<file path="src/rtl/turn_signal_seq.sv">
// turn_signal_seq: tail-light sequencer with sequential turn, hazard and brake override, stepped by a DIV-cycle prescaler
module turn_signal_seq #(
  parameter int LAMPS = 3,
  parameter int DIV   = 12500000
) (
  input  logic             Clk,
  input  logic             Rst,
  input  logic             L,
  input  logic             R,
  input  logic             H,
  input  logic             B,
  output logic [LAMPS-1:0] LLamp,
  output logic [LAMPS-1:0] RLamp,
  output logic [1:0]       Mode
);
  localparam int SW = $clog2(LAMPS + 1);
  localparam int CW = DIV > 1 ? $clog2(DIV) : 1;
  typedef enum logic [1:0] {IDLE, LEFT, RIGHT, HAZARD} mode_t;
  mode_t            mode_q, req;
  logic [SW-1:0]    step_q, step_d;
  logic [CW-1:0]    cnt_q;
  logic             brake_q, tick;
  logic [LAMPS-1:0] therm;
  always_comb begin
    req    = (H || (L && R)) ? HAZARD : L ? LEFT : R ? RIGHT : IDLE;
    tick   = cnt_q == CW'(DIV - 1);
    // out-of-range steps decode dark and fall back to 0 on the next tick
    step_d = mode_q == HAZARD ? SW'(step_q == '0) :
             (mode_q == IDLE || step_q >= SW'(LAMPS)) ? '0 : step_q + SW'(1);
    for (int i = 0; i < LAMPS; i++) therm[i] = step_q > SW'(i) && step_q <= SW'(LAMPS);
    LLamp  = mode_q == HAZARD ? {LAMPS{step_q == SW'(1)}} : mode_q == LEFT  ? therm : {LAMPS{brake_q}};
    RLamp  = mode_q == HAZARD ? {LAMPS{step_q == SW'(1)}} : mode_q == RIGHT ? therm : {LAMPS{brake_q}};
    Mode   = mode_q;
  end
  always_ff @(posedge Clk) begin
    if (Rst) begin
      mode_q  <= IDLE;
      step_q  <= '0;
      cnt_q   <= '0;
      brake_q <= 1'b0;
    end else begin
      brake_q <= B;
      if (req != mode_q) begin
        mode_q <= req;
        step_q <= '0;
        cnt_q  <= '0;
      end else begin
        cnt_q <= tick ? '0 : cnt_q + CW'(1);
        if (tick) step_q <= step_d;
      end
    end
  end
endmodule

</file>
<file path="config.mk">
export PLATFORM = sky130hd
export DESIGN_NAME = turn_signal_seq
export DESIGN_NICKNAME = d
export VERILOG_FILES = /design/src/rtl/turn_signal_seq.sv
export SDC_FILE = /design/constraint.sdc
export NUM_CORES = 1
export LEC_CHECK = 0
export CAP_MARGIN = 20
export CORE_ASPECT_RATIO = 0.6
export CORE_MARGIN = 2
export CORE_UTILIZATION = 30
export DETAILED_ROUTE_END_ITERATION = 8
export HOLD_SLACK_MARGIN = 0.05
export REMOVE_ABC_BUFFERS = 1
export SKIP_LAST_GASP = 1
export SLEW_MARGIN = 15
export SYNTH_ARGS = -nofsm -noshare
export SYNTH_HDL_FRONTEND = slang
export SYNTH_SLANG_ARGS = --single-unit
</file>
<file path="constraint.sdc">
create_clock -name Clk -period 1.7 [get_ports Clk]
set_input_delay 0.51 -clock Clk [delete_from_list [all_inputs] [get_ports Clk]]
set_output_delay 0.51 -clock Clk [all_outputs]
set_load 0.03 [all_outputs]
</file>
==> results of run 1 <==
-- registers in the layout, indices dropped and copies added (netlist names) --
register and cells:
Mode 2, brake_q 1, cnt_q 24, step_q 2
-- layout by cell type, fill, tap and decap left out, drive strengths merged, types with 8 or more instances in the layout --
cell | netlist | layout
buf | 6 | 46
dfxtp | 29 | 29
nor3 | 17 | 17
xor2 | 11 | 11
clkbuf | 3 | 11
nor2 | 10 | 10
nand4 | 10 | 10
a21oi | 10 | 10
nand2 | 9 | 9
a211oi | 9 | 9
nand3 | 8 | 8
-- critical path: cells and delay by family, from the launching register on --
family,cells,cell delay [ps]
flip-flops,1,330
AO/OA/AOI/OAI,1,160
AND/OR/NAND/NOR,1,380
buffers and inverters,3,320
-- routing by layer --
layer,wire (um),vias up,global-route usage [%]
met5,0,-,0
met2,1830,37,17.1
met4,23,0,2.38
li1,-,798,-
met3,261,3,5.18
met1,2470,728,22.3
-- cell families (layout without fill, tap and decap cells) --
| group | Yosys count | in the layout | share of synthesized area, % |
|---|---|---|---|
| AND/OR/NAND/NOR | 88 | 88 | 33.9 |
| buffers and inverters | 12 | 66 | 3.86 |
| adder cells (fa/ha/maj) | 4 | 4 | 3.15 |
| flip-flops | 29 | 29 | 36.6 |
| AO/OA/AOI/OAI | 32 | 32 | 13.7 |
| XOR/XNOR | 16 | 16 | 8.83 |
-- cell type report --
type                    instances  area (um2)
clock buffers                   7        86.3
fillers                       476        2540
inverters                       3        13.8
multi-input cells             140        1200
flip-flops and latches         29         592
well taps                      66        82.6
repair buffers                 56         564
-- stage by stage --
| step | worst slack (ps) | hold WS [ps] | setup TNS, ps |
|---|---|---|---|
| final | -267 | 513 | -1610 |
| after CTS | -273 | 506 | -1410 |
| after global routing | -319 | 527 | -3490 |
| after detailed placement | -389 | 495 | -8400 |
| after floorplan | -221 | 449 | -5150 |
| after global placement | -357 | 479 | -8210 |
-- worst max-delay path by stage --
stage,end,cells past startpoint
4_1_cts,LLamp[1],5
3_5_place_dp,LLamp[2],5
6_report,LLamp[1],5
3_3_place_gp,LLamp[2],5
2_1_floorplan,LLamp[0],2
5_1_grt,LLamp[1],5
-- power by group --
part / internal, uW / switching [uW]
combinational: 93.1 / 105
sequential: 685 / 8.04
clock: 320 / 251
total: 1100 / 364
-- what timing repair did --
action | CTS | global route
gates resized for setup | 33 | 47
gates cloned | 0 | 5
pin swaps | 5 | 17
endpoints found under the setup margin | 19 | 32
buffers inserted | 0 | 1
==> impl_metrics.py, run 1 <==
metrics = {
    "final_layout": {
        "design_area_um2": 2540,
        "antenna_cells": 0,
        "area_delta_synth_final_pct": 59.9,
        "finalNetCount": 245,
        "layoutNonFillerInstCount": 301,
        "drive_above_1_share_pct": 48.9,
        "final_util_pct": 50.0,
    },
    "floorplan": {
        "die_y_um": 60.4,
        "io_pins": 14,
        "core_region_area_um2": 5080,
        "die_x_um": 97.9,
        "start_util_pct": 31.3,
        "num_rows": 20,
        "dieArea_um2": 5910,
    },
    "drt": {
        "vias": 1566,
        "wire_per_inst_um": 15.2,
        "wirelength_mm": 4.59,
        "dr.pass1.iters": 4,
        "drc": 0,
        "ant_nets": 0,
        "viasPerCell": 5.20,
        "detail_route.iter0.violations": 79,
    },
    "pwr": {
        "power_leakage_uw": 0.000869,
        "p_per_area_nw_per_um2": 576,
        "power_uw": 1460,
        "ir_worst_vdd_uv": 299,
    },
    "critical_path": {
        "cp_max_fo": 3,
        "critPathMaxStageDelay_ps": 380,
        "crit_start": "step_q[1]",
        "critical_path_class": "reg -> out",
        "start_kind": "register",
        "critPathMostFrequentCell": "buf_6",
        "end_kind": "output pin",
        "r2r_slack_ps": -30,
        "reg2regPathDepth": 5,
        "reg2reg_to": "cnt_q[15]",
        "cp.arrival_ps": 1460,
        "r2r-start": "cnt_q[19]",
        "worstPathCellList": "inv_2 -> buf_6 -> or3_4 -> a21oi_2 -> buf_6",
        "required_ps": 1190,
        "worst_path_max_delay_cell": "or3_4",
    },
    "sta": {
        "min_period_ps": 1970,
        "rsz0062_at_grt": "yes",
        "setup_slack_ps": -267,
        "skew_ps": 4.28,
        "max_slew_margin_pct": 73.0,
        "clock.fmax_ghz": 0.508,
        "final.period_utilization_pct": 116,
        "slew_viol_final": 0,
        "tightestPinTransition_ps": 401,
        "setup_viol": 21,
        "hold_viol": 0,
    },
    "grt": {
        "grt_start_max_net_pins": 27,
        "grt_overflow": 0,
        "grt_antenna_before_repair": 0,
        "grt_pass1_wl_mm": 6.39,
        "grt_usage_pct": 13.9,
        "grt_pass1_vias": 1269,
    },
    "synthesis": {
        "synth_common_cells": "29 x dfxtp_1, 17 x nor3_1, 11 x xor2_1",
        "syn-cell-area_um2": 1590,
        "async_reset_ff_share_pct": 0,
        "ys_types": 38,
        "avgSynthCellArea_um2": 8.77,
        "yosys_register_bits": 29,
        "synth_ff_type": "dfxtp_1",
        "synth_top_area_share_pct": 36.6,
        "netlist_instances": 181,
        "yosysMostFrequentCell": "dfxtp_1",
        "yosys.area.top_type": "dfxtp_1",
        "yosysWarnings": 0,
        "synth_area_leaders": "dfxtp_1 37%, xor2_1 6.1%, nor3_1 5.4%, a211oi_1 3.8%, nand4_1 3.5%",
        "synth-seq-area-share_pct": 36.6,
        "synth-edff-count": 0,
    },
    "place": {
        "gp_congestion": 0.783,
        "port_buffers": 13,
        "dp_hpwl_mm": 2.84,
        "placed_cell_area_um2": 2040,
        "place_inst": 288,
    },
    "clock_network": {
        "ctsHtreeMaxLevel": 2,
        "root_buffer": "clkbuf_8",
        "clk_pin_slew_worst_paths_ps": 60,
        "numCtsBuffers": 5,
        "cts_sinks": 29,
        "cts_buffer_depth": 2,
        "hold_buffers": 0,
        "cts_tree": "done",
        "clkLatencyLatePin_ps": 280,
    },
    "run_status": {
        "status": "finished, violations left",
        "violations": "negative setup slack",
    },
    "worst_hold_path": {
        "hold_path_depth": 2,
        "min_to": "cnt_q[23]",
        "hp-class": "reg -> reg",
        "min_from": "cnt_q[23]",
    },
    "run": {
        "drv_cap": 0,
    },
}
No activity file was read; power rests on OpenSTA's default activity.
==> run 2, diff against run 1 <==
==> constraint.sdc (replaced) <==
create_clock -name Clk -period 2.5 [get_ports Clk]
set_input_delay 0.75 -clock Clk [delete_from_list [all_inputs] [get_ports Clk]]
set_output_delay 0.75 -clock Clk [all_outputs]
set_load 0.03 [all_outputs]
==> run 2 against run 1 <==
  * The flow now finishes without violations
  * Clock power down 33%
  * Via count is 12% lower
  * Total power shrank 35%
  * Sequential cell count unchanged
  * Register-to-register slack better by 590 ps
  * Count of clock-buffer cells in the layout stayed put
  * Clock skew about the same
  * Cell count down 12%
  * Worst setup slack improved by 390 ps
  * Sequential share of layout area grew 7.3 points
  * Largest power group unchanged
==> impl_metrics.py, run 2 (synthesis gave the netlist of run 1 again) <==
metrics = {
    "run_status": {
        "status": "finished clean",
    },
    "pwr": {
        "power_uw": 946,
        "p_switching_uw": 223,
        "p_sw_share_pct": 23.6,
        "seqPwrFrac_pct": 49.9,
        "p_comb_share_pct": 9.6,
        "p_per_area_nw_per_um2": 500,
        "clockPowerShare_pct": 40.5,
        "p_int_uw": 723,
        "ir_worst_vdd_uv": 226,
        "power_leakage_uw": 0.000596,
    },
    "run": {
        "drv_cap": 0,
    },
    "final_layout": {
        "mostFrequentLayoutCells": "29 x dfxtp_1, 17 x nor3_1, 11 x xor2_1",
        "largest_reg_flops": 24,
        "final_util_pct": 37.3,
        "regMostFlops": "cnt_q",
        "finalNetCount": 208,
        "design_area_um2": 1890,
        "seq_area_um2": 581,
        "n_fill_cell": 518,
        "area_delta_synth_final_pct": 19.3,
        "drive_above_1_share_pct": 14.6,
        "antenna_cells": 0,
        "layout_commonest_cell": "dfxtp_1",
        "multiInputGateArea_um2": 946,
        "layoutNonFillerInstCount": 264,
    },
    "clock_network": {
        "numCtsBuffers": 5,
        "clkLatencyLatePin_ps": 270,
        "ctsHtreeMaxLevel": 2,
        "cts_setup_buffers": 0,
        "clk_pin_slew_worst_paths_ps": 60,
        "root_buffer": "clkbuf_8",
        "cts_tree": "done",
        "cts_sinks": 29,
        "cts_buffer_depth": 2,
    },
    "sta": {
        "clock.fmax_ghz": 0.420,
        "tightestPinTransition_ps": 465,
        "rsz0062_at_grt": "no",
        "setup_viol": 0,
        "max_slew_margin_pct": 68.7,
        "tns_ps": 0,
        "min_period_ps": 2380,
        "final.period_utilization_pct": 95.2,
        "slew_viol_final": 0,
        "hold_viol": 0,
        "skew_ps": 4.59,
    },
    "floorplan": {
        "io_pins": 14,
        "num_rows": 20,
        "start_util_pct": 31.3,
        "dieArea_um2": 5910,
        "core_region_area_um2": 5080,
        "die_y_um": 60.4,
        "die_x_um": 97.9,
    },
    "place": {
        "port_buffers": 13,
        "dp_hpwl_mm": 2.54,
        "placed_cell_area_um2": 1810,
        "gp_congestion": 0.786,
        "place_inst": 257,
    },
    "critical_path": {
        "crit_family": "buffers and inverters",
        "r2r_slack_ps": 560,
        "critical_path_class": "reg -> out",
        "start_kind": "register",
        "critPathMaxStageDelay_ps": 360,
        "worst_path_max_delay_cell": "dlygate4sd2_1",
        "reg2reg_to": "cnt_q[5]",
        "cp_max_fo": 4,
        "path_buf_inv": 2,
        "required_ps": 1750,
        "crit_cells": 5,
        "cp.arrival_ps": 1630,
        "worstPathCellList": "inv_1 -> ha_1 -> a21boi_1 -> a21oi_1 -> dlygate4sd2_1",
        "critPathCapture": "LLamp[2]",
        "reg2regPathDepth": 6,
        "r2r-start": "cnt_q[0]",
        "end_kind": "output pin",
        "crit_start": "step_q[1]",
    },
    "drt": {
        "detail_route.iter0.violations": 72,
        "dr.pass1.iters": 4,
        "drc": 0,
        "wirelength_mm": 3.53,
        "wire_per_inst_um": 13.4,
        "viasPerCell": 5.23,
        "ant_nets": 0,
        "vias": 1382,
    },
    "grt": {
        "grt_start_max_net_pins": 27,
        "grt_overflow": 0,
        "grt_usage_pct": 13.0,
        "grt_antenna_before_repair": 0,
        "grt_pass1_vias": 1181,
        "grt_pass1_wl_mm": 6.04,
    },
    "worst_hold_path": {
        "hp-class": "reg -> reg",
    },
}
==> run 2: cell count changes in the layout (fill, tap and decap cells not counted), moves of 7 or more <==
cell,change
nor3_1,+15
nor3_4,-7
nor3_2,-8
buf_6,-8
buf_4,-28
dfxtp_1,+7
==> run 2: worst min-delay path by stage <==
| stage | startpoint | to | slack [ps] | depth (start not counted) |
|---|---|---|---|---|
| global placement | cnt_q[0] | cnt_q[0] | 470 | 1 |
| detailed placement | cnt_q[0] | cnt_q[0] | 470 | 1 |
| floorplan | cnt_q[0] | cnt_q[0] | 450 | 1 |
| global route | cnt_q[0] | cnt_q[0] | 500 | 1 |
| CTS | cnt_q[0] | cnt_q[0] | 490 | 1 |
| finish | cnt_q[0] | cnt_q[0] | 490 | 1 |
==> run 2: through the flow <==
stage	worst slack (ps)	hold WS [ps]
after floorplan	339	449
after global placement	159	473
after detailed placement	97.6	474
after CTS	39.8	485
after global routing	12.6	505
final	121	490
==> run 2: what timing repair did <==
| action | CTS | global route |
|---|---|---|
| gates resized for setup | 2 | 2 |
| hold buffers | 0 | 0 |
| setup endpoints to repair | 2 | 2 |
==> run 2: metal layers <==
layer / track usage, % / vias to the layer above / routed length (um)
met2: 15.9 / 43 / 1230
li1: - / 717 / -
met4: 3.57 / 0 / 10
met5: 0 / - / 0
met3: 3.80 / 2 / 297
met1: 21.0 / 620 / 1990
==> run 2: area by class of cell <==
class                      instances  share of cell area (%)
multi-input combinational        140                    49.9
sequential                        29                    30.6
clock buffer                       7                    4.56
inverter                           3                   0.594
tap                               66                    4.36
timing repair buffer              19                    9.91
==> run 2: worst register-to-register path: cells and delay by family (launching register included) <==
kind,cells,cell delay [ps]
AND/OR/NAND/NOR,4,1010
adder cells (fa/ha/maj),1,250
flip-flops,1,370
buffers and inverters,1,190
==> run 2: power groups by stage <==
stage | clock [uW] | sequential (uW) | combinational, uW
detailed placement | 0 | 482 | 93.1
global route | 420 | 472 | 98.2
CTS | 397 | 472 | 91.2
global placement | 0 | 482 | 92.1
floorplan | 0 | 487 | 43.2
finish | 383 | 472 | 91.3
==> run 3, diff against run 2 <==
--- a/config.mk
+++ b/config.mk
@@ -10,8 +10,10 @@
 export CORE_MARGIN = 2
 export CORE_UTILIZATION = 30
 export DETAILED_ROUTE_END_ITERATION = 8
+export DONT_BUFFER_PORTS = 1
 export HOLD_SLACK_MARGIN = 0.05
 export REMOVE_ABC_BUFFERS = 1
+export SETUP_SLACK_MARGIN = 0.1
 export SKIP_LAST_GASP = 1
 export SLEW_MARGIN = 15
 export SYNTH_ARGS = -nofsm -noshare
==> constraint.sdc (replaced) <==
create_clock -name Clk -period 2.6 [get_ports Clk]
set_input_delay 0.78 -clock Clk [delete_from_list [all_inputs] [get_ports Clk]]
set_output_delay 0.78 -clock Clk [all_outputs]
set_load 0.03 [all_outputs]
==> run 3 against run 2 <==
  * Global-route usage decreased by 1.0 points
  * Sequential power is 3% lower
  * Cell count down 2.7%
  * Count of clock-buffer cells in the layout unchanged
  * First-iteration DRC count shrank 14%
  * Clock power up 26%
  * Largest cell class unchanged
==> impl_metrics.py, run 3 (synthesis gave the netlist of run 1 again) <==
metrics = {
    "run_status": {
        "status": "finished clean",
    },
    "drt": {
        "vias": 1345,
        "wirelength_mm": 3.37,
        "detail_route.iter0.violations": 62,
        "dr.pass1.iters": 4,
        "viasPerCell": 5.23,
        "drc": 0,
        "ant_nets": 0,
        "wire_per_inst_um": 13.1,
    },
    "grt": {
        "grt_usage_pct": 12.0,
        "grt_pass1_wl_mm": 5.43,
        "grt_pass1_vias": 1094,
        "grt_overflow": 0,
        "grt_antenna_before_repair": 0,
        "grt_start_max_net_pins": 27,
    },
    "sta": {
        "skew_ps": 4.72,
        "tns_ps": 0,
        "tightestPinTransition_ps": 405,
        "final.period_utilization_pct": 90.6,
        "setup_slack_ps": 245,
        "min_period_ps": 2360,
        "slew_viol_final": 0,
        "rsz0062_at_grt": "no",
        "hold_viol": 0,
        "setup_viol": 0,
        "max_slew_margin_pct": 72.7,
        "clock.fmax_ghz": 0.425,
    },
    "pwr": {
        "clockPowerShare_pct": 48.0,
        "p_sw_share_pct": 21.9,
        "power_leakage_uw": 0.000567,
        "seqPwrFrac_pct": 45.4,
        "p_switching_uw": 220,
        "p_int_uw": 785,
        "p_per_area_nw_per_um2": 549,
        "ir_worst_vdd_uv": 219,
        "p_comb_share_pct": 6.7,
    },
    "floorplan": {
        "start_util_pct": 31.3,
        "core_region_area_um2": 5080,
        "die_y_um": 60.4,
        "num_rows": 20,
        "dieArea_um2": 5910,
        "die_x_um": 97.9,
        "io_pins": 14,
    },
    "clock_network": {
        "root_buffer": "clkbuf_8",
        "clk_pin_slew_worst_paths_ps": 60,
        "cts_sinks": 29,
        "hold_buffers": 0,
        "ctsHtreeMaxLevel": 2,
        "cts_resized": 0,
        "cts_buffer_depth": 2,
        "numCtsBuffers": 5,
        "clkLatencyLatePin_ps": 280,
        "cts_setup_buffers": 0,
        "cts_tree": "done",
    },
    "place": {
        "gp_congestion": 0.747,
        "port_buffers": 0,
        "place_ws_ps": 560,
        "place_inst": 249,
        "dp_hpwl_mm": 2.35,
    },
    "critical_path": {
        "worstPathCellList": "inv_1 -> ha_1 -> or3_1 -> a21oi_1 -> buf_4",
        "cp_max_fo": 4,
        "critical_path_class": "reg -> out",
        "start_kind": "register",
        "worst_path_max_delay_cell": "dfxtp_1",
        "required_ps": 1820,
        "critPathMaxStageDelay_ps": 350,
        "end_kind": "output pin",
        "cp.arrival_ps": 1580,
    },
    "final_layout": {
        "antenna_cells": 0,
        "largest_reg_flops": 24,
        "finalNetCount": 200,
        "layoutNonFillerInstCount": 257,
        "regMostFlops": "cnt_q",
        "area_delta_synth_final_pct": 15.4,
        "drive_above_1_share_pct": 16.2,
        "mostFrequentLayoutCells": "29 x dfxtp_1, 17 x nor3_1, 11 x xor2_1, 10 x buf_4",
        "layout_commonest_cell": "dfxtp_1",
        "final_util_pct": 36.1,
    },
    "worst_hold_path": {
        "hp-class": "reg -> reg",
    },
    "run": {
        "drv_cap": 0,
    },
}
==> run 3: cell count changes in the layout (fill, tap and decap cells not counted), sizes merged <==
cell	change
dlygate4sd2	-2
clkdlybuf4s50	-7
buf	+1
bufinv	+1
==> run 3: power groups by stage <==
| stage | Clock [uW] | Combinational (uW) | Sequential (uW) |
|---|---|---|---|
| floorplan | 0 | 41.6 | 468 |
| global placement | 0 | 67.1 | 466 |
| detailed placement | 0 | 66.8 | 466 |
| CTS | 493 | 67.0 | 456 |
| global route | 512 | 72.4 | 457 |
| finish | 482 | 67.1 | 456 |
==> run 3: worst max-delay path, delay by kind of cell, from the launching register on <==
kind / cells / cell delay (ps)
flip-flops: 1 / 350
AND/OR/NAND/NOR: 1 / 320
AO/OA/AOI/OAI: 1 / 150
adder cells (fa/ha/maj): 1 / 220
buffers and inverters: 2 / 260
==> run 3: metal layers <==
| metal | routed length, um | GRT usage [%] | vias to the layer above |
|---|---|---|---|
| li1 | - | - | 703 |
| met1 | 2040 | 18.7 | 617 |
| met2 | 1170 | 14.3 | 20 |
| met3 | 128 | 4.15 | 5 |
| met4 | 30 | 4.76 | 0 |
| met5 | 0 | 0 | - |
==> run 3: worst paths after layout <==
check / start / endpoint / slack, ps / depth (start not counted)
worst max register to register: cnt_q[0] / cnt_q[11] / 680 / 6
worst max-delay path: step_q[1] / LLamp[1] / 240 / 5
worst min register to register: cnt_q[0] / cnt_q[0] / 480 / 1
worst min-delay path: cnt_q[0] / cnt_q[0] / 480 / 1
==> run 3: through the flow <==
stage	power [uW]	instance area, um2	hold slack, ps
CTS	1020	1830	481
global placement	533	1720	466
detailed placement	533	1720	479
floorplan	509	1540	449
global route	1040	1830	530
finish	1010	1830	483
==> run 3: cell type report <==
cell class | instances | area, um2
clock buffer | 7 | 86.3
sequential | 29 | 581
inverter | 3 | 11.3
fill | 505 | 3250
clock inverter | 1 | 30.0
multi-input combinational | 140 | 946
tap | 66 | 82.6
timing repair buffer | 11 | 95.1
